$ cat config.mk
export PLATFORM = sky130hd
export DESIGN_NAME = diff_tx_serializer
export DESIGN_NICKNAME = d
export VERILOG_FILES = /design/src/rtl/diff_tx_serializer.sv
export SDC_FILE = /design/constraint.sdc
export NUM_CORES = 1
export LEC_CHECK = 0
export ABC_AREA = 1
export BUFFER_PORTS_ARGS = -buffer_cell sky130_fd_sc_hd__buf_2
export CELL_PAD_IN_SITES_DETAIL_PLACEMENT = 0
export CELL_PAD_IN_SITES_GLOBAL_PLACEMENT = 1
export CORE_ASPECT_RATIO = 1.25
export CORE_UTILIZATION = 47
export DETAILED_ROUTE_END_ITERATION = 10
export GPL_TIMING_DRIVEN = 0
export MAX_ROUTING_LAYER = met4
export PLACE_DENSITY = 0.84
export SLEW_MARGIN = 15
export SYNTH_ARGS = -nofsm -noshare
export SYNTH_HDL_FRONTEND = slang
export SYNTH_SLANG_ARGS = --single-unit
$ cat constraint.sdc
create_clock -name clk -period 4.3 [get_ports clk]
set_input_delay 0.645 -clock clk [delete_from_list [all_inputs] [get_ports clk]]
set_output_delay 0.645 -clock clk [all_outputs]
set_load 0.01 [all_outputs]
$ cat src/rtl/diff_tx_serializer.sv
// Single-lane serializer driving the I/T pair of one OBUFTDS: frames each burst
// with a start marker and a trailer, and tristates the pad whenever idle.
module diff_tx_serializer #(
   parameter int DATA_W       = 8,
   parameter int CLKS_PER_BIT = 4,
   parameter int LEAD_BITS    = 1
) (
   input  logic              clk,
   input  logic              rst,
   input  logic [DATA_W-1:0] in_data,
   input  logic              in_valid,
   output logic              in_ready,
   output logic              buf_i,
   output logic              buf_t,
   output logic              busy
);

   localparam int BMAX = (DATA_W > LEAD_BITS) ? DATA_W : LEAD_BITS;
   localparam int CW   = (CLKS_PER_BIT > 1) ? $clog2(CLKS_PER_BIT) : 1;
   localparam int BW   = (BMAX > 1) ? $clog2(BMAX) : 1;

   localparam logic [CW-1:0] C_LAST    = CW'(CLKS_PER_BIT - 1);
   localparam logic [BW-1:0] LEAD_LAST = BW'(LEAD_BITS - 1);
   localparam logic [BW-1:0] DATA_LAST = BW'(DATA_W - 1);

   typedef enum logic [1:0] {
      IDLE  = 2'd0,
      LEAD  = 2'd1,
      SHIFT = 2'd2,
      TRAIL = 2'd3
   } state_t;

   state_t            state, state_n;
   logic [CW-1:0]     ccnt, ccnt_n;
   logic [BW-1:0]     bcnt, bcnt_n;
   logic [DATA_W-1:0] sh, sh_n;
   logic [DATA_W-1:0] pend;
   logic              pend_v;
   logic              load;
   logic              accept;
   logic              bit_end;
   logic              buf_i_n;
   logic              buf_t_n;

   assign in_ready = !pend_v && !rst;
   assign accept   = in_valid && in_ready;
   assign bit_end  = (ccnt == C_LAST);

   always_comb begin
      state_n = state;
      ccnt_n  = ccnt;
      bcnt_n  = bcnt;
      sh_n    = sh;
      load    = 1'b0;
      case (state)
         IDLE: begin
            if (pend_v) begin
               load    = 1'b1;
               sh_n    = pend;
               ccnt_n  = '0;
               bcnt_n  = '0;
               state_n = LEAD;
            end
         end
         LEAD: begin
            if (bit_end) begin
               ccnt_n = '0;
               if (bcnt == LEAD_LAST) begin
                  bcnt_n  = '0;
                  state_n = SHIFT;
               end else begin
                  bcnt_n = bcnt + BW'(1);
               end
            end else begin
               ccnt_n = ccnt + CW'(1);
            end
         end
         SHIFT: begin
            if (bit_end) begin
               ccnt_n = '0;
               if (bcnt == DATA_LAST) begin
                  bcnt_n = '0;
                  // A waiting word continues the burst with no new marker.
                  if (pend_v) begin
                     load = 1'b1;
                     sh_n = pend;
                  end else begin
                     state_n = TRAIL;
                  end
               end else begin
                  bcnt_n = bcnt + BW'(1);
                  sh_n   = sh << 1;
               end
            end else begin
               ccnt_n = ccnt + CW'(1);
            end
         end
         TRAIL: begin
            if (bit_end) begin
               ccnt_n  = '0;
               state_n = IDLE;
            end else begin
               ccnt_n = ccnt + CW'(1);
            end
         end
         default: state_n = IDLE;
      endcase
   end

   // Pad outputs follow the next state so they switch together with it.
   always_comb begin
      buf_t_n = (state_n == IDLE);
      buf_i_n = 1'b0;
      case (state_n)
         LEAD:    buf_i_n = 1'b1;
         SHIFT:   buf_i_n = sh_n[DATA_W-1];
         default: buf_i_n = 1'b0;
      endcase
   end

   always_ff @(posedge clk or posedge rst) begin
      if (rst) begin
         state  <= IDLE;
         ccnt   <= '0;
         bcnt   <= '0;
         sh     <= '0;
         pend_v <= 1'b0;
         buf_i  <= 1'b0;
         buf_t  <= 1'b1;
         busy   <= 1'b0;
      end else begin
         state <= state_n;
         ccnt  <= ccnt_n;
         bcnt  <= bcnt_n;
         sh    <= sh_n;
         buf_i <= buf_i_n;
         buf_t <= buf_t_n;
         busy  <= (state_n != IDLE);
         if (load) begin
            pend_v <= 1'b0;
         end else if (accept) begin
            pend_v <= 1'b1;
         end
      end
   end

   // Holding word: only qualified by pend_v, so it needs no reset.
   always_ff @(posedge clk) begin
      if (accept) begin
         pend <= in_data;
      end
   end

endmodule

==> results.cfg <==
[pwr]
total_power_mw = 1.01
peakVddDrop_mv = 0.538
p_leak_nw = 0.715
p_per_area_mw_per_mm2 = 679

[drt]
wl_met2_um = 1140
drt_iter0_markers = 18
wl_met3_um = 38
top_layer = met4
drt-met1-wl_um = 998
first_pass_iters = 4
via_per_inst = 5.10
ant_nets = 0
vias = 949
drt-total-wl_um = 2230
drc_errors = 0
wl_per_cell_um = 12.0

[setup_path]
arrival_ps = 2220
required_ps = 4540
critPathCaptureType = flop
cp_max_fo = 5
crit_start = state[0]
timing.critical_path.from_type = flop
worstSetupPathType = flop to flop
crit_top_cell = inv_1
worstReg2RegStart = state[0]
cpPeakStageDelay_ps = 460
crit_chain = inv_1 > ha_1 > inv_1 > nand2_1 > o21ai_0 > a21oi_1 > inv_1 > ha_1 > inv_1 > a21oi_2
slowest_stage = dfrtp_1

[synthesis]
syn_nets = 156
ys_seq_elements = 27
synthTopCellsByArea = dfrtp_1 (34%), edfxtp_1 (18%), ha_1 (10%), nand2_1 (8.1%), nand3_1 (7.5%)
synth_cells = 134
syn_area_mm2 = 0.00134
synth_top_area_cell = dfrtp_1
ys_seq_area_frac = 0.536
synth_warnings = 0
ys_types = 23
synth_top_area_share = 0.337
syn_area_per_cell_um2 = 9.98

[clocking]
cts_sinks = 27
cts.repair.resized = 0
clk_pin_slew_ps = 140
postCtsSetupBuffers = 0
clock_path_buffers = 2
clock-root-buffer = clkbuf_4
cts-buffers-inserted = 3
htreeDepth = 1
cts_tree = built
cts_hold_buffers = 0
clkLatencyLatePin_ps = 330

[floorplan]
die_x_um = 49.7
core_area_mm2 = 0.00268
die_y_um = 61.6
floorplan.initialDensity = 0.499
die-area_mm2 = 0.00306
rows = 21
ios = 15

[place]
place_inst = 182
dp_hpwl_um = 1790
place_congestion = 0.851
portBuffers = 14

[global_route]
antenna_found_initial = 0
track_usage = 0.173
grt_pass1_vias = 938
grt_max_degree = 20
grt_pass1_wl_um = 3760
grt.overflow.total = 0

[final_layout]
layout_common_cells = nand2_1 (29), nand3_1 (20), dfrtp_1 (18)
fillers = 258
final_nets = 175
diodes = 0
final_cells = 186
area_growth_pct = 10.7
final_common_cell = nand2_1
layout-drive-gt1-share = 0.217

[worst_hold_path]
hold_path.class = primary input to asynchronous set/reset pin

[status]
status = complete, no violations

[timing]
timing.fmax_ghz = 0.505
tns_ps = 0
rsz0062_at_grt = no
finalCritPeriodShare = 0.460
fin_crit_ps = 1980
holdWs_ps = 423
worst_pin_slew_ps = 727
relSlewSlack = 0.515
setup_viol = 0
drv_slew = 0
fin_worst_skew_ps = 2.37
hold_viol = 0

[job]
maxCapViolations = 0
==> where the power goes <==
| group | switching, mW | internal [mW] |
|---|---|---|
| Sequential | 0.0457 | 0.348 |
| Clock | 0.0746 | 0.0356 |
| Combinational | 0.318 | 0.183 |
==> metrics by stage <==
step / utilization / cell area, µm² / setup slack [ps]
3_3_place_gp: 0.541 / 1450 / 2430
6_report: 0.552 / 1480 / 2320
5_1_grt: 0.552 / 1480 / 2170
3_5_place_dp: 0.541 / 1450 / 2360
4_1_cts: 0.552 / 1480 / 2340
2_1_floorplan: - / 1340 / 2610
==> worst max-delay path: cells and delay by family (launching register included) <==
kind | cells | cell delay, ps
AND/OR/NAND/NOR | 1 | 120
adder cells (fa/ha/maj) | 2 | 450
AO/OA/AOI/OAI | 3 | 420
flip-flops | 1 | 460
buffers and inverters | 4 | 420
==> area by class of cell <==
class                           instances  area (µm²)  area share
Tap cell                               34        42.5      0.0287
Sequential cell                        27         717       0.484
Inverter                               17        63.8      0.0431
Timing Repair Buffer                   14        70.1      0.0473
Clock inverter                          1        7.51     0.00507
Clock buffer                            3        22.5      0.0152
Multi-Input combinational cell         90         557       0.376
==> cells by family after synthesis <==
group                    synth area share
AO/OA/AOI/OAI                      0.0805
adder cells (fa/ha/maj)             0.103
buffers and inverters              0.0477
flip-flops                          0.536
AND/OR/NAND/NOR                     0.233
==> path summary, 6_finish.rpt <==
check                           to  slack [ps]  cells after the start
max in group asynchronous  bcnt[1]        3420                      2
setup reg to reg             buf_i        2320                     10
setup / recovery             buf_i        2320                     10
min in group clk           pend[6]         480                      1
hold / removal               sh[7]         420                      2
hold reg to reg            ccnt[0]         510                      1
==> synthesized netlist by cell type, drive strengths merged <==
library cell,number
nand3,21
a22o,1
o31ai,1
nand2,34
o211ai,1
dfrtp,18
ha,11
dfstp,1
nand4,1
a21oi,5
nand3b,1
o22ai,1
inv,17
nor2,4
nor3,1
edfxtp,8
o21ai,8
==> state kept, by name (all words and copies together) (netlist names) <==
register / cells
ccnt: 2
sh: 8
pend_v: 1
state: 2
buf_i: 1
bcnt: 3
busy: 1
pend: 8
buf_t: 1
==> layer usage <==
layer,GRT usage,up-vias
li1,-,484
met1,0.180,445
met2,0.324,15
met3,0.0148,5
met4,0.0980,0
met5,-,-
No activity file was read; power rests on OpenSTA's default activity.
